### config.mk
export PLATFORM = sky130hd
export DESIGN_NAME = ptt144_ctrl_flat
export DESIGN_NICKNAME = d
export VERILOG_FILES = /design/src/rtl/seq_pkg.sv /design/src/rtl/ptt144_ctrl_if.sv /design/src/rtl/key_debounce.sv /design/src/rtl/ptt144_ctrl.sv /design/src/flat_wrapper.sv
export SDC_FILE = /design/constraint.sdc
export NUM_CORES = 1
export LEC_CHECK = 0
export BUFFER_PORTS_ARGS = -buffer_cell sky130_fd_sc_hd__buf_2
export CAP_MARGIN = 10
export CORE_MARGIN = 5
export CORE_UTILIZATION = 40
export DETAILED_ROUTE_END_ITERATION = 8
export GPL_ROUTABILITY_DRIVEN = 0
export GPL_TIMING_DRIVEN = 0
export SYNTH_ARGS = -nofsm -noshare
export SYNTH_HDL_FRONTEND = slang
export SYNTH_SLANG_ARGS = --single-unit
export TNS_END_PERCENT = 20
### constraint.sdc
create_clock -name clk -period 3.95 [get_ports clk]
set_clock_uncertainty 0.15 [all_clocks]
set_input_delay 0.79 -clock clk [delete_from_list [all_inputs] [get_ports clk]]
set_output_delay 0.79 -clock clk [all_outputs]
set_load 0.005 [all_outputs]
### src/rtl/seq_pkg.sv
// Shared definitions for the 144 MHz station-control blocks.
// Holds the one-hot PTT controller state encodings, the default 50 MHz timing
// constants shared with the TX/RX sequencer, and a saturating counter helper.
package seq_pkg;

  // One-hot controller states
  typedef enum logic [3:0] {
    PTT_IDLE    = 4'b0001,
    PTT_TX      = 4'b0010,
    PTT_TIMEOUT = 4'b0100,
    PTT_LOCKOUT = 4'b1000
  } ptt_state_e;

  // Default timing at a 50 MHz system clock
  localparam int unsigned DEF_DEBOUNCE_CYCLES = 500000;    // 10 ms
  localparam int unsigned DEF_TICK_CYCLES     = 50000000;  // 1 s
  localparam int unsigned DEF_TOT_SECONDS     = 180;
  localparam int unsigned DEF_WARN_SECONDS    = 15;
  localparam int unsigned DEF_LOCKOUT_SECONDS = 10;

  // 8-bit increment that sticks at 255
  function automatic logic [7:0] sat_inc8(input logic [7:0] v);
    return (v == 8'hff) ? v : v + 8'd1;
  endfunction

endpackage

### src/rtl/ptt144_ctrl_if.sv
// Signal bundle of the 144 MHz PTT controller.
// Carries the operator key and TOT enable in, the sequencer PA feedback in,
// and the sequencer PTT plus status flags out.
//   master : controller side (ptt144_ctrl)
//   slave  : environment side (key input, sequencer, status consumers)
interface ptt144_ctrl_if;
  logic ptt_key_n;  // raw operator key, 0 = transmit request
  logic tot_en;     // 1 = time-out timer enforced
  logic pa_on;      // sequencer pa144 feedback, 1 = PA enabled
  logic ptt;        // to sequencer, 0 = transmit
  logic tx_active;  // TX state with PA confirmed on
  logic tot_warn;   // pre-timeout warning
  logic tot_fault;  // time-out occurred, held through lockout

  modport master (
    input  ptt_key_n, tot_en, pa_on,
    output ptt, tx_active, tot_warn, tot_fault
  );

  modport slave (
    output ptt_key_n, tot_en, pa_on,
    input  ptt, tx_active, tot_warn, tot_fault
  );
endinterface

### src/rtl/key_debounce.sv
// Key synchronizer and debouncer.
// Two-flop synchronizer followed by a stability counter: the debounced level
// follows the synchronized key only after DEBOUNCE_CYCLES consecutive samples
// that differ from the current debounced level.
// Ports:
//   clk    in  system clock
//   reset  in  asynchronous active-low reset
//   key_n  in  raw asynchronous key, active low
//   key_db out debounced key level (1 after reset)
module key_debounce #(
  parameter int unsigned DEBOUNCE_CYCLES = 500000
) (
  input  logic clk,
  input  logic reset,
  input  logic key_n,
  output logic key_db
);

  localparam int unsigned CntW = (DEBOUNCE_CYCLES > 1) ? $clog2(DEBOUNCE_CYCLES) : 1;
  localparam logic [CntW-1:0] CntMax = CntW'(DEBOUNCE_CYCLES - 1);

  logic            sync1_q, sync2_q;
  logic [CntW-1:0] cnt_q;
  logic            key_db_q;

  always_ff @(posedge clk or negedge reset) begin
    if (!reset) begin
      sync1_q  <= 1'b1;
      sync2_q  <= 1'b1;
      cnt_q    <= '0;
      key_db_q <= 1'b1;
    end else begin
      sync1_q <= key_n;
      sync2_q <= sync1_q;
      if (sync2_q == key_db_q) begin
        cnt_q <= '0;
      end else if (cnt_q == CntMax) begin
        // This sample is the DEBOUNCE_CYCLES-th differing one: accept it
        key_db_q <= sync2_q;
        cnt_q    <= '0;
      end else begin
        cnt_q <= cnt_q + 1'b1;
      end
    end
  end

  assign key_db = key_db_q;

endmodule

### src/rtl/ptt144_ctrl.sv
// 144 MHz PTT controller.
// Debounces the operator key, drives the sequencer's active-low PTT, runs a
// transmit time-out timer with warning, fault and post-timeout lockout, and
// reports when the PA is confirmed keyed.
// Ports:
//   clk    in  system clock
//   reset  in  asynchronous active-low reset; forces ptt = 1 immediately
//   bus    master modport: ptt_key_n, tot_en, pa_on in;
//          ptt, tx_active, tot_warn, tot_fault out (all registered)
module ptt144_ctrl
  import seq_pkg::*;
#(
  parameter int unsigned DEBOUNCE_CYCLES = DEF_DEBOUNCE_CYCLES,
  parameter int unsigned TICK_CYCLES     = DEF_TICK_CYCLES,
  parameter int unsigned TOT_SECONDS     = DEF_TOT_SECONDS,
  parameter int unsigned WARN_SECONDS    = DEF_WARN_SECONDS,
  parameter int unsigned LOCKOUT_SECONDS = DEF_LOCKOUT_SECONDS
) (
  input  logic              clk,
  input  logic              reset,
  ptt144_ctrl_if.master     bus
);

  localparam int unsigned PreW = (TICK_CYCLES > 1) ? $clog2(TICK_CYCLES) : 1;
  localparam logic [PreW-1:0] PreMax = PreW'(TICK_CYCLES - 1);
  localparam logic [7:0] TotLimit  = 8'(TOT_SECONDS);
  localparam logic [7:0] WarnStart = 8'(TOT_SECONDS - WARN_SECONDS);
  localparam logic [7:0] LockLimit = 8'(LOCKOUT_SECONDS);

  logic key_db;

  key_debounce #(
    .DEBOUNCE_CYCLES (DEBOUNCE_CYCLES)
  ) u_key_debounce (
    .clk    (clk),
    .reset  (reset),
    .key_n  (bus.ptt_key_n),
    .key_db (key_db)
  );

  ptt_state_e      state_q, state_d;
  logic [PreW-1:0] pre_q, pre_d;
  logic [7:0]      sec_q, sec_d, sec_inc;
  logic            tick;
  logic            ptt_d, tx_active_d, tot_warn_d, tot_fault_d;

  always_comb begin
    tick    = (pre_q == PreMax);
    // Seconds value including a tick landing this cycle, so limits act on
    // the same edge the second completes.
    sec_inc = tick ? sat_inc8(sec_q) : sec_q;

    state_d = state_q;
    unique case (state_q)
      PTT_IDLE: begin
        if (!key_db) state_d = PTT_TX;
      end
      PTT_TX: begin
        if (key_db) begin
          state_d = PTT_IDLE;
        end else if (bus.tot_en && (sec_inc >= TotLimit)) begin
          state_d = PTT_TIMEOUT;
        end
      end
      PTT_TIMEOUT: begin
        if (key_db) state_d = PTT_LOCKOUT;
      end
      PTT_LOCKOUT: begin
        // A key still held at lockout end keeps us here until released
        if ((sec_inc >= LockLimit) && key_db) state_d = PTT_IDLE;
      end
      default: state_d = PTT_IDLE;
    endcase

    // Timebase restarts on every state entry
    if (state_d != state_q) begin
      pre_d = '0;
      sec_d = '0;
    end else begin
      pre_d = tick ? '0 : pre_q + 1'b1;
      sec_d = sec_inc;
    end

    ptt_d       = (state_d != PTT_TX);
    tot_warn_d  = (state_d == PTT_TX) && bus.tot_en && (sec_d >= WarnStart);
    tot_fault_d = (state_d == PTT_TIMEOUT) || (state_d == PTT_LOCKOUT);
    tx_active_d = (state_q == PTT_TX) && bus.pa_on;
  end

  always_ff @(posedge clk or negedge reset) begin
    if (!reset) begin
      state_q       <= PTT_IDLE;
      pre_q         <= '0;
      sec_q         <= '0;
      bus.ptt       <= 1'b1;
      bus.tx_active <= 1'b0;
      bus.tot_warn  <= 1'b0;
      bus.tot_fault <= 1'b0;
    end else begin
      state_q       <= state_d;
      pre_q         <= pre_d;
      sec_q         <= sec_d;
      bus.ptt       <= ptt_d;
      bus.tx_active <= tx_active_d;
      bus.tot_warn  <= tot_warn_d;
      bus.tot_fault <= tot_fault_d;
    end
  end

endmodule

### src/flat_wrapper.sv
// flat-port wrapper written by rule: the top's interface ports become plain ports
module ptt144_ctrl_flat import seq_pkg::*;
#(
  parameter int unsigned DEBOUNCE_CYCLES = DEF_DEBOUNCE_CYCLES,
  parameter int unsigned TICK_CYCLES     = DEF_TICK_CYCLES,
  parameter int unsigned TOT_SECONDS     = DEF_TOT_SECONDS,
  parameter int unsigned WARN_SECONDS    = DEF_WARN_SECONDS,
  parameter int unsigned LOCKOUT_SECONDS = DEF_LOCKOUT_SECONDS
)
  (clk, reset, bus_ptt_key_n, bus_tot_en, bus_pa_on, bus_ptt, bus_tx_active, bus_tot_warn, bus_tot_fault);
  ptt144_ctrl_if bus_i ();
  input  logic clk;
  input  logic reset;
  input wire logic [$bits(bus_i.ptt_key_n)-1:0] bus_ptt_key_n;
  input wire logic [$bits(bus_i.tot_en)-1:0] bus_tot_en;
  input wire logic [$bits(bus_i.pa_on)-1:0] bus_pa_on;
  output wire logic [$bits(bus_i.ptt)-1:0] bus_ptt;
  output wire logic [$bits(bus_i.tx_active)-1:0] bus_tx_active;
  output wire logic [$bits(bus_i.tot_warn)-1:0] bus_tot_warn;
  output wire logic [$bits(bus_i.tot_fault)-1:0] bus_tot_fault;
  assign bus_i.ptt_key_n = bus_ptt_key_n;
  assign bus_i.tot_en = bus_tot_en;
  assign bus_i.pa_on = bus_pa_on;
  assign bus_ptt = bus_i.ptt;
  assign bus_tx_active = bus_i.tx_active;
  assign bus_tot_warn = bus_i.tot_warn;
  assign bus_tot_fault = bus_i.tot_fault;
  ptt144_ctrl #(.DEBOUNCE_CYCLES(DEBOUNCE_CYCLES), .TICK_CYCLES(TICK_CYCLES), .TOT_SECONDS(TOT_SECONDS), .WARN_SECONDS(WARN_SECONDS), .LOCKOUT_SECONDS(LOCKOUT_SECONDS)) u_core (.clk(clk), .reset(reset), .bus(bus_i));
endmodule
==> results.md, run 1 <==
Run status:
- The run finished with clean final reports.

Detailed routing:
- In the routed design, unresolved DRC markers number 0.
- The routed wirelength normalized by instance count is 14.2 um.
- In the routed layout, each cell is associated on average with a via count of 5.41.
- Across all layers, the routed design uses 2780 vias.
- The overall routed net length is 7290 um.
- The number of iterations in the first detailed-routing pass is 5.
- The count of routing violations after the opening detailed-route iteration is 197.
- The detail route stage leaves a number of antenna-violating nets equal to 0.

Clock tree:
- The number of levels in the clock H-tree is 3.
- The root buffer cell chosen for the clock tree is sky130_fd_sc_hd__clkbuf_8.
- The number of buffers added to fix hold violations after cts is 0.
- Once the clock tree was built, the resizer swapped 0 gates to a different size.
- Clock-pin slew was measured on the worst setup and hold paths at 0.08 ns.
- The clock insertion delay at the later pin of the skew report is 0.35 ns.
- The clock drives 64 sinks.
- The number of buffers inserted during clock tree synthesis is 9.
- The TritonCTS clock tree is built.
- The number of buffers on the longest clock path is 2.
- The number of setup buffers added after CTS is 0.

Finish:
- The area used by sequential logic in the layout is 0.00161 mm^2.
- The multi-input combinational cell area is 0.00186 mm^2.
- The fraction of layout cells with a size suffix above 1 is 13.8%.
- The number of fill cells is 869.
- The final-stage net count is 409.
- The layout-stage area growth over the synthesis result is 10.7%.
- The number of standard cells in the layout, taps in and fillers out is 514.
- The number of antenna repair diodes is 0.
- The post-layout utilization of the core is 45.5%.

Logic synthesis:
- The mapped netlist covers 0.00359 mm^2.
- The share of Yosys cell area claimed by the top area cell type is 41.2%.
- The dominant combinational cell family by area after synthesis is simple AND/OR/NAND/NOR gates.
- By area the synthesized netlist is led by sky130_fd_sc_hd__dfrtp_1 (41%), sky130_fd_sc_hd__nor2_1 (6.3%), sky130_fd_sc_hd__xnor2_1 (6.1%).
- The number of enable-type register cells in the synthesized netlist is 0.
- The synthesized netlist devotes 1.05% of its cell area to adder and majority cells.
- The fraction of the mapped netlist area in compound gates is 9.25%.
- Measured against the total synthesized area, the mux share comes to 0.593%.
- After Yosys synthesis, XOR and XNOR cells account for 11.5% of the synthesized area.
- The share of synthesized flip-flops with an asynchronous set or reset is 100%.
- Yosys mapped the design onto 56 distinct sky130hd cell types.
- The average footprint of a synthesized cell is 9.39 um^2.
- The proportion of synthesized chip area in sequential cells is 44.8%.
- Of the total synthesized cell area, the portion taken by AND, OR, NAND and NOR gates is 29.6%.
- Synthesis handed over a netlist of 382 instances.
- The top cell type by total area after synthesis is sky130_fd_sc_hd__dfrtp_1.
- Among all flip-flop cells after synthesis, the most frequent one is sky130_fd_sc_hd__dfrtp_1.
- Counting flops and latches in the post-synthesis netlist gives 64.
- Yosys printed 0 warnings.
- When the netlist entered floorplanning its net count stood at 390.

STA:
- The aggregate negative setup slack is 0 ns.
- The count of endpoints failing hold in the final timing report came to 0.
- The final count of negative-setup-slack endpoints is 0.
- The headroom to the max-slew limit is 46.0%.
- For this run, the top clock speed supported by timing is 0.294 GHz.
- The count of final max-slew check failures was 0.
- The worst-margin pin slew is 0.803 ns.
- Of the available clock period, the critical path in the final layout requires 86.3%.
- The worst path in the final design needs a cycle of 3.41 ns, including I/O delays and setup.
- Setup repair after global routing left no endpoint under its margin.

GRT:
- Summed over all layers, the global routing overflow is 0.
- The most utilized layer in the global route result is met2.
- Global routing used 18.9% of the available met1 tracks.
- The global-route wire length before repair is 13000 um.
- The global-route track usage on met3 is 4.07%.
- The largest net degree at the start of global routing is 65.
- Across every metal layer, demand over resource in global routing totals 14.3%.
- The number of antenna violations at the first check in global routing was 0.
- The via count of the first global-routing pass is 2748.
- The met2 usage is 22.8%.

Worst setup path:
- STA puts the critical path data required time at 4.03 ns.
- Traced cell by cell, the critical path runs through ha_1, clkbuf_1, and3_1, o2111ai_1, a2111oi_0, o211a_1, nor4_1, o21ai_2, buf_2, nor2_1.
- The launching element type of the critical path is a flip-flop.
- STA puts the critical path data arrival time at 3.49 ns.
- The maximum cell stage delay along the critical path is 0.55 ns.
- The maximum fanout along the worst path is 10.
- The worst setup path is captured at a flip-flop.
- For this design, the slowest cell found on the critical path is sky130_fd_sc_hd__a2111oi_0.
- The worst setup path category is flip-flop to flip-flop.

Power and ir drop:
- In this run the power density over the cells is 320 mW/mm^2.
- The design draws 1270 uW.
- VDD sags by at most 182 uV.
- The cell leakage power is 0.00163 uW.

Place:
- Buffers placed on the I/O ports in this run total 8.
- The number of placed instances, taps included, is 498.
- The detailed placement HPWL is 5050 um.

Flow run:
- The reported max-cap violation count is 0.

Floorplanning:
- For this configuration, the core starts out at a cell density of 41.1%.
- From left edge to right edge, the die measures 105 um.
- The initialized floorplan defines 34 standard-cell rows.
- The die footprint is 0.0110 mm^2.
- The placeable core area is 0.00872 mm^2.
- The boundary pin count is 9.
- Measured along the y axis, the die boundary spans 105 um.

Hold path:
- The class of the tightest hold or removal check is flip-flop to flip-flop.
==> through the flow <==
| stage | hold slack (ns) | setup slack [ns] | instance area [um^2] |
|---|---|---|---|
| detailed placement | 0.198 | 0.563 | 3760 |
| global route | 0.220 | 0.214 | 3970 |
| CTS | 0.213 | 0.524 | 3970 |
| global placement | 0.201 | 0.578 | 3760 |
| finish | 0.211 | 0.543 | 3970 |
| floorplan | 0.195 | 1.09 | 3590 |
==> sequential cells by signal (all words and copies together), names as in the netlist <==
name / count
u_core.bus.ptt: 1
u_core.bus.tot_warn: 1
u_core.bus.tx_active: 1
u_core.sec_q: 8
u_core.u_key_debounce.sync1_q: 1
u_core.u_key_debounce.sync2_q: 1
u_core.pre_q: 26
u_core.u_key_debounce.key_db: 1
u_core.state_q: 4
u_core.u_key_debounce.cnt_q: 19
u_core.bus.tot_fault: 1
==> synthesized netlist by cell type, types with 5 or more instances <==
| cell type | count |
|---|---|
| sky130_fd_sc_hd__a211oi_1 | 5 |
| sky130_fd_sc_hd__and3_1 | 7 |
| sky130_fd_sc_hd__and4_1 | 6 |
| sky130_fd_sc_hd__clkbuf_1 | 14 |
| sky130_fd_sc_hd__dfrtp_1 | 59 |
| sky130_fd_sc_hd__dfstp_2 | 5 |
| sky130_fd_sc_hd__inv_1 | 10 |
| sky130_fd_sc_hd__nand2_1 | 22 |
| sky130_fd_sc_hd__nand3_1 | 28 |
| sky130_fd_sc_hd__nand4_1 | 14 |
| sky130_fd_sc_hd__nor2_1 | 60 |
| sky130_fd_sc_hd__nor2b_1 | 6 |
| sky130_fd_sc_hd__nor3_1 | 9 |
| sky130_fd_sc_hd__nor3_2 | 10 |
| sky130_fd_sc_hd__nor4_1 | 8 |
| sky130_fd_sc_hd__o21ai_0 | 8 |
| sky130_fd_sc_hd__o31ai_1 | 5 |
| sky130_fd_sc_hd__xnor2_1 | 25 |
| sky130_fd_sc_hd__xor2_1 | 22 |
==> layout by cell type (no fill, tap or decap), types with 2 or more instances in the layout <==
master                       count
sky130_fd_sc_hd__nand2_1        22
sky130_fd_sc_hd__nand2b_1        4
sky130_fd_sc_hd__dfrtp_1        59
sky130_fd_sc_hd__inv_1          10
sky130_fd_sc_hd__nand4_1        14
sky130_fd_sc_hd__nor3_2         10
sky130_fd_sc_hd__clkbuf_8       10
sky130_fd_sc_hd__nor2_1         60
sky130_fd_sc_hd__o21ai_0         8
sky130_fd_sc_hd__nor3_1          9
sky130_fd_sc_hd__buf_2          10
sky130_fd_sc_hd__or3_1           2
sky130_fd_sc_hd__nand3b_1        3
sky130_fd_sc_hd__nand3_1        28
sky130_fd_sc_hd__and3_1          7
sky130_fd_sc_hd__xor2_1         22
sky130_fd_sc_hd__dfstp_2         5
sky130_fd_sc_hd__o31ai_1         5
sky130_fd_sc_hd__and4_1          6
sky130_fd_sc_hd__nor4_1          8
sky130_fd_sc_hd__xnor2_1        25
sky130_fd_sc_hd__or4_1           4
sky130_fd_sc_hd__ha_1            3
sky130_fd_sc_hd__a2bb2oi_1       2
sky130_fd_sc_hd__clkinvlp_4      2
sky130_fd_sc_hd__clkbuf_1       14
sky130_fd_sc_hd__nor3b_1         3
sky130_fd_sc_hd__a31oi_1         4
sky130_fd_sc_hd__a21oi_1         4
sky130_fd_sc_hd__nor2b_1         6
sky130_fd_sc_hd__a211oi_1        5
==> kinds of logic (layout without fill, tap and decap cells) <==
| logic type | count (synthesis) | after routing |
|---|---|---|
| AO/OA/AOI/OAI | 43 | 43 |
| XOR/XNOR | 47 | 47 |
| adder cells (fa/ha/maj) | 3 | 3 |
| buffers and inverters | 28 | 52 |
| flip-flops | 64 | 64 |
| multiplexers | 2 | 2 |
| AND/OR/NAND/NOR | 195 | 195 |
==> final timing paths <==
| check | from | end | slack (ns) | depth (start not counted) |
|---|---|---|---|---|
| worst max-delay path | u_core.sec_q[0] | u_core.pre_q[21] | 0.54 | 10 |
| worst min-delay path | u_core.u_key_debounce.sync1_q | u_core.u_key_debounce.sync2_q | 0.21 | 0 |
| worst max register to register | u_core.sec_q[0] | u_core.pre_q[21] | 0.54 | 10 |
| worst min register to register | u_core.u_key_debounce.sync1_q | u_core.u_key_debounce.sync2_q | 0.21 | 0 |
| max in group asynchronous | reset | u_core.pre_q[11] | 2.74 | 1 |
| min in group asynchronous | reset | u_core.u_key_debounce.cnt_q[17] | 0.38 | 1 |
==> area by class of cell <==
cell class,count,share of cell area (%)
flip-flops and latches,64,40.5
plain buffers,18,1.99
multi-input cells,290,46.9
inverters,10,0.946
clock inverters,6,1.70
clock buffers,10,3.47
repair buffers,8,1.07
well taps,108,3.40
==> where the power goes <==
part           internal, uW  switching [uW]
Combinational          4.83            18.8
Sequential              659            3.02
Clock                   310             272
==> worst max-delay path, delay by kind of cell, from the launching register on <==
kind                     cells  cell delay [ns]
AO/OA/AOI/OAI                4             1.31
buffers and inverters        2             0.63
flip-flops                   1             0.50
AND/OR/NAND/NOR              3             0.50
adder cells (fa/ha/maj)      1             0.19
==> per-layer routing <==
metal | vias to the layer above | wire length [um]
met5 | - | 0
met4 | 0 | 97
met3 | 9 | 272
met2 | 33 | 3470
met1 | 1346 | 3450
li1 | 1392 | -
Note: power is estimated with default switching activity, not from simulation.
==> inputs of run 2 (changes only) <==
--- a/config.mk
+++ b/config.mk
@@ -8,7 +8,7 @@
 export BUFFER_PORTS_ARGS = -buffer_cell sky130_fd_sc_hd__buf_2
 export CAP_MARGIN = 10
 export CORE_MARGIN = 5
-export CORE_UTILIZATION = 40
+export CORE_UTILIZATION = 35
 export DETAILED_ROUTE_END_ITERATION = 8
 export GPL_ROUTABILITY_DRIVEN = 0
 export GPL_TIMING_DRIVEN = 0
==> results.md, run 2 (synthesis results as in run 1) <==
Power and ir drop:
- The total power divided by cell area is 324 mW/mm^2 (+1.5%).
- The switching power of the nets is 283 uW (-3.7%).
- The total power draw is 1300 uW (+2.5%).
- The relative contribution of sequential cells to total power is 50.9% (-1.3 points).
- The logic gate share of total power is 1.8% (about the same).
- The cell leakage power is 0.00164 uW (+0.68%).
- The clock power share is 47.3% (+1.4 points).
- The largest voltage drop on the vdd net is 120 uV (-34%).
- The internal power consumption is 1020 uW (+4.4%).
- The switching power as a share of total power is 21.8% (-1.4 points).

Clock tree:
- The number of buffers added to fix hold violations after cts is 0 (unchanged).
- The number of buffers inserted during clock tree synthesis was 9 (unchanged).
- The buffers inserted during post-CTS setup optimization came to 0 (unchanged).
- The number of levels in the clock H-tree came to 3 (unchanged).
- The clock transition at the registers of the reported paths is 0.08 ns (about the same).
- The count of clock tree sinks is 64 (unchanged).
- The clock insertion delay at the later pin of the skew report is 0.35 ns (about the same).
- The number of buffers on the longest clock path was 2 (unchanged).
- The clock tree root buffer cell is sky130_fd_sc_hd__clkbuf_8.
- The TritonCTS clock tree is built.
- The post-cts sizing count is 0 (unchanged).

Worst setup path:
- The critical path data required time came to 4.02 ns (about the same).
- The slowest cell on the critical path is sky130_fd_sc_hd__a2111oi_0.
- The launching element type of the critical path is a flip-flop.
- The critical path goes through ha_1, clkbuf_1, and3_1, o2111ai_1, a2111oi_0, o211a_1, nor4_1, o21ai_2, buf_2, nor2_1.
- The maximum cell stage delay along the critical path is 0.54 ns (about the same).
- The worst endpoint data arrival time came to 3.44 ns (-0.05 ns).
- The launch point of the worst path is u_core.sec_q[0].
- The worst setup path is of the flip-flop to flip-flop kind.
- The worst register-to-register path ends at u_core.sec_q[0].
- The capturing instance or port of the critical path is u_core.sec_q[0].
- The number of cells on the worst reg-to-reg path came to 10 (unchanged).
- The setup slack of the worst register-to-register path is 0.58 ns (+0.04 ns).
- The maximum fanout along the worst path is 10 (unchanged).
- The startpoint of the lowest-slack register-to-register path is u_core.sec_q[0].
- The type of destination of the critical path is a flip-flop.

Floorplanning:
- The die width came to 111 um (+6.2%).
- The number of cell rows came to 37 (+8.8%).
- The placeable core area is 0.0101 mm^2 (+16%).
- The die footprint is 0.0124 mm^2 (+13%).
- The die extent in y is 111 um (+6.2%).
- The boundary pin count was 9 (unchanged).
- The initial core utilization is 35.4% (-5.7 points).

STA:
- The count of final max-slew check failures was 0 (unchanged).
- The count of endpoints failing hold in the final timing report was 0 (unchanged).
- The maximum clock frequency was 0.297 GHz (+1.1%).
- Setup repair after global routing left no endpoint under its margin.
- The worst-margin pin slew came to 0.819 ns (+0.0163 ns).
- The headroom to the max-slew limit is 45.4% (-0.64 points).
- The aggregate negative setup slack is 0 ns (unchanged).
- The share of the cycle needed by the critical path after routing was 85.3% (-0.93 points).
- The final count of negative-setup-slack endpoints is 0 (unchanged).
- The post-layout minimum cycle time came to 3.37 ns (-0.0367 ns).

Finish:
- The top cell types in the final layout, fill and taps aside, are sky130_fd_sc_hd__nor2_1 (60), sky130_fd_sc_hd__dfrtp_1 (59), sky130_fd_sc_hd__nand3_1 (28), sky130_fd_sc_hd__xnor2_1 (25).
- The number of antenna repair diodes is 0 (unchanged).
- The most common cell after layout, fill and taps aside is sky130_fd_sc_hd__nor2_1.
- The final-stage net count is 409 (unchanged).
- The layout-stage area growth over the synthesis result is 11.8%.
- The flip-flop count of the largest register after layout is 26 (unchanged).
- Ranked by flip-flop count, first place goes to u_core.pre_q.
- The fraction of layout cells with a size suffix above 1 is 13.5% (-0.25 points).
- The number of standard cells in the layout, taps in and fillers out was 542 (+5.4%).
- The number of fill cells is 991 (+14%).
- In the final layout, the registers with the most flip-flops are u_core.pre_q (26), u_core.u_key_debounce.cnt_q (19), u_core.sec_q (8).

Place:
- The number of placed cells counting well taps came to 526 (+5.6%).
- The detailed placement HPWL was 5100 um (+0.98%).
- The count of input and output buffers is 8 (unchanged).

Detailed routing:
- The routed wirelength normalized by instance count is 13.6 um (-4.1%).
- The count of routing violations after the opening detailed-route iteration is 192 (-2.5%).
- The DRC violation count after routing is 0 (unchanged).
- The vias after detailed routing is 2808 (+1.0%).
- The post-detailed-route via-to-cell ratio is 5.18 (-4.2%).
- The number of nets still failing antenna checks after routing is 0 (unchanged).
- The number of iterations in the first detailed-routing pass was 4 (-1).
- The overall routed net length is 7370 um (+1.1%).

GRT:
- The largest net degree at the start of global routing was 65 (unchanged).
- The global-route wire length before repair is 12800 um (-1.6%).
- The via count of the first global-routing pass came to 2754 (+0.22%).
- The number of antenna violations at the first check in global routing was 0 (unchanged).
- The global router's overall resource usage is 12.5% (-1.8 points).
- The overall overflow remaining after global route came to 0 (unchanged).

Run status:
- The run finished with clean final reports.

Hold path:
- The class of the tightest hold or removal check is flip-flop to flip-flop.

Flow run:
- The reported max-cap violation count is 0 (unchanged).
run 2: cell types whose count changed in the layout (fill, tap and decap cells not counted), sizes merged:
cell | previous run | this run
inv | 11 | 10
clkinv | 2 | 4
bufinv | 1 | 2
clkinvlp | 2 | 0
run 2: layer usage:
| layer | wire length [um] | share of wire [%] | GRT usage (%) |
|---|---|---|---|
| met1 | 3720 | 50 | 17.4 |
| met2 | 3290 | 45 | 18.8 |
| met3 | 269 | 3.6 | 2.46 |
| met4 | 92 | 1.2 | 5.52 |
| met5 | 0 | 0 | 0 |
run 2: worst max-delay path, delay by kind of cell (launching register included):
family	cells	cell delay [ns]
compound gates	4	1.29
fa+ha+maj	1	0.19
buf+inv	2	0.62
flops	1	0.48
simple gates	3	0.50
run 2: power groups by stage:
| stage | Combinational [uW] | Clock, uW | Sequential [uW] |
|---|---|---|---|
| after floorplan | 7.21 | 0 | 674 |
| after global placement | 24.4 | 0 | 675 |
| after global routing | 28.3 | 667 | 663 |
| after CTS | 25.2 | 634 | 662 |
| final | 23.4 | 615 | 663 |
| after detailed placement | 25.2 | 0 | 675 |
run 2: how the worst min path moves through the flow:
stage / from / slack [ns] / endpoint / depth (start not counted)
final: u_core.u_key_debounce.sync1_q / 0.21 / u_core.u_key_debounce.sync2_q / 0
after floorplan: u_core.u_key_debounce.sync1_q / 0.20 / u_core.u_key_debounce.sync2_q / 0
after detailed placement: u_core.u_key_debounce.sync1_q / 0.20 / u_core.u_key_debounce.sync2_q / 0
after global placement: u_core.u_key_debounce.sync1_q / 0.20 / u_core.u_key_debounce.sync2_q / 0
after CTS: u_core.u_key_debounce.sync1_q / 0.21 / u_core.u_key_debounce.sync2_q / 0
after global routing: u_core.u_key_debounce.sync1_q / 0.22 / u_core.u_key_debounce.sync2_q / 0
run 2: area by class of cell:
cell class	count	area, um^2	share of cell area (%)
clock inverter	6	83.8	2.09
clock buffer	10	128	3.18
timing repair buffer	8	42.5	1.06
multi-input combinational	290	1860	46.4
sequential	64	1610	40.1
inverter	10	37.5	0.936
tap	136	170	4.24
buffer	18	78.8	1.97
run 2: through the flow:
step,worst slack (ns),hold slack [ns],instance area [um^2],utilization [%]
6_report,0.580,0.210,4010,39.6
5_1_grt,0.252,0.217,4010,39.6
4_1_cts,0.553,0.212,4010,39.6
3_5_place_dp,0.562,0.200,3800,37.5
3_3_place_gp,0.555,0.197,3800,37.4
2_1_floorplan,1.09,0.195,3590,-
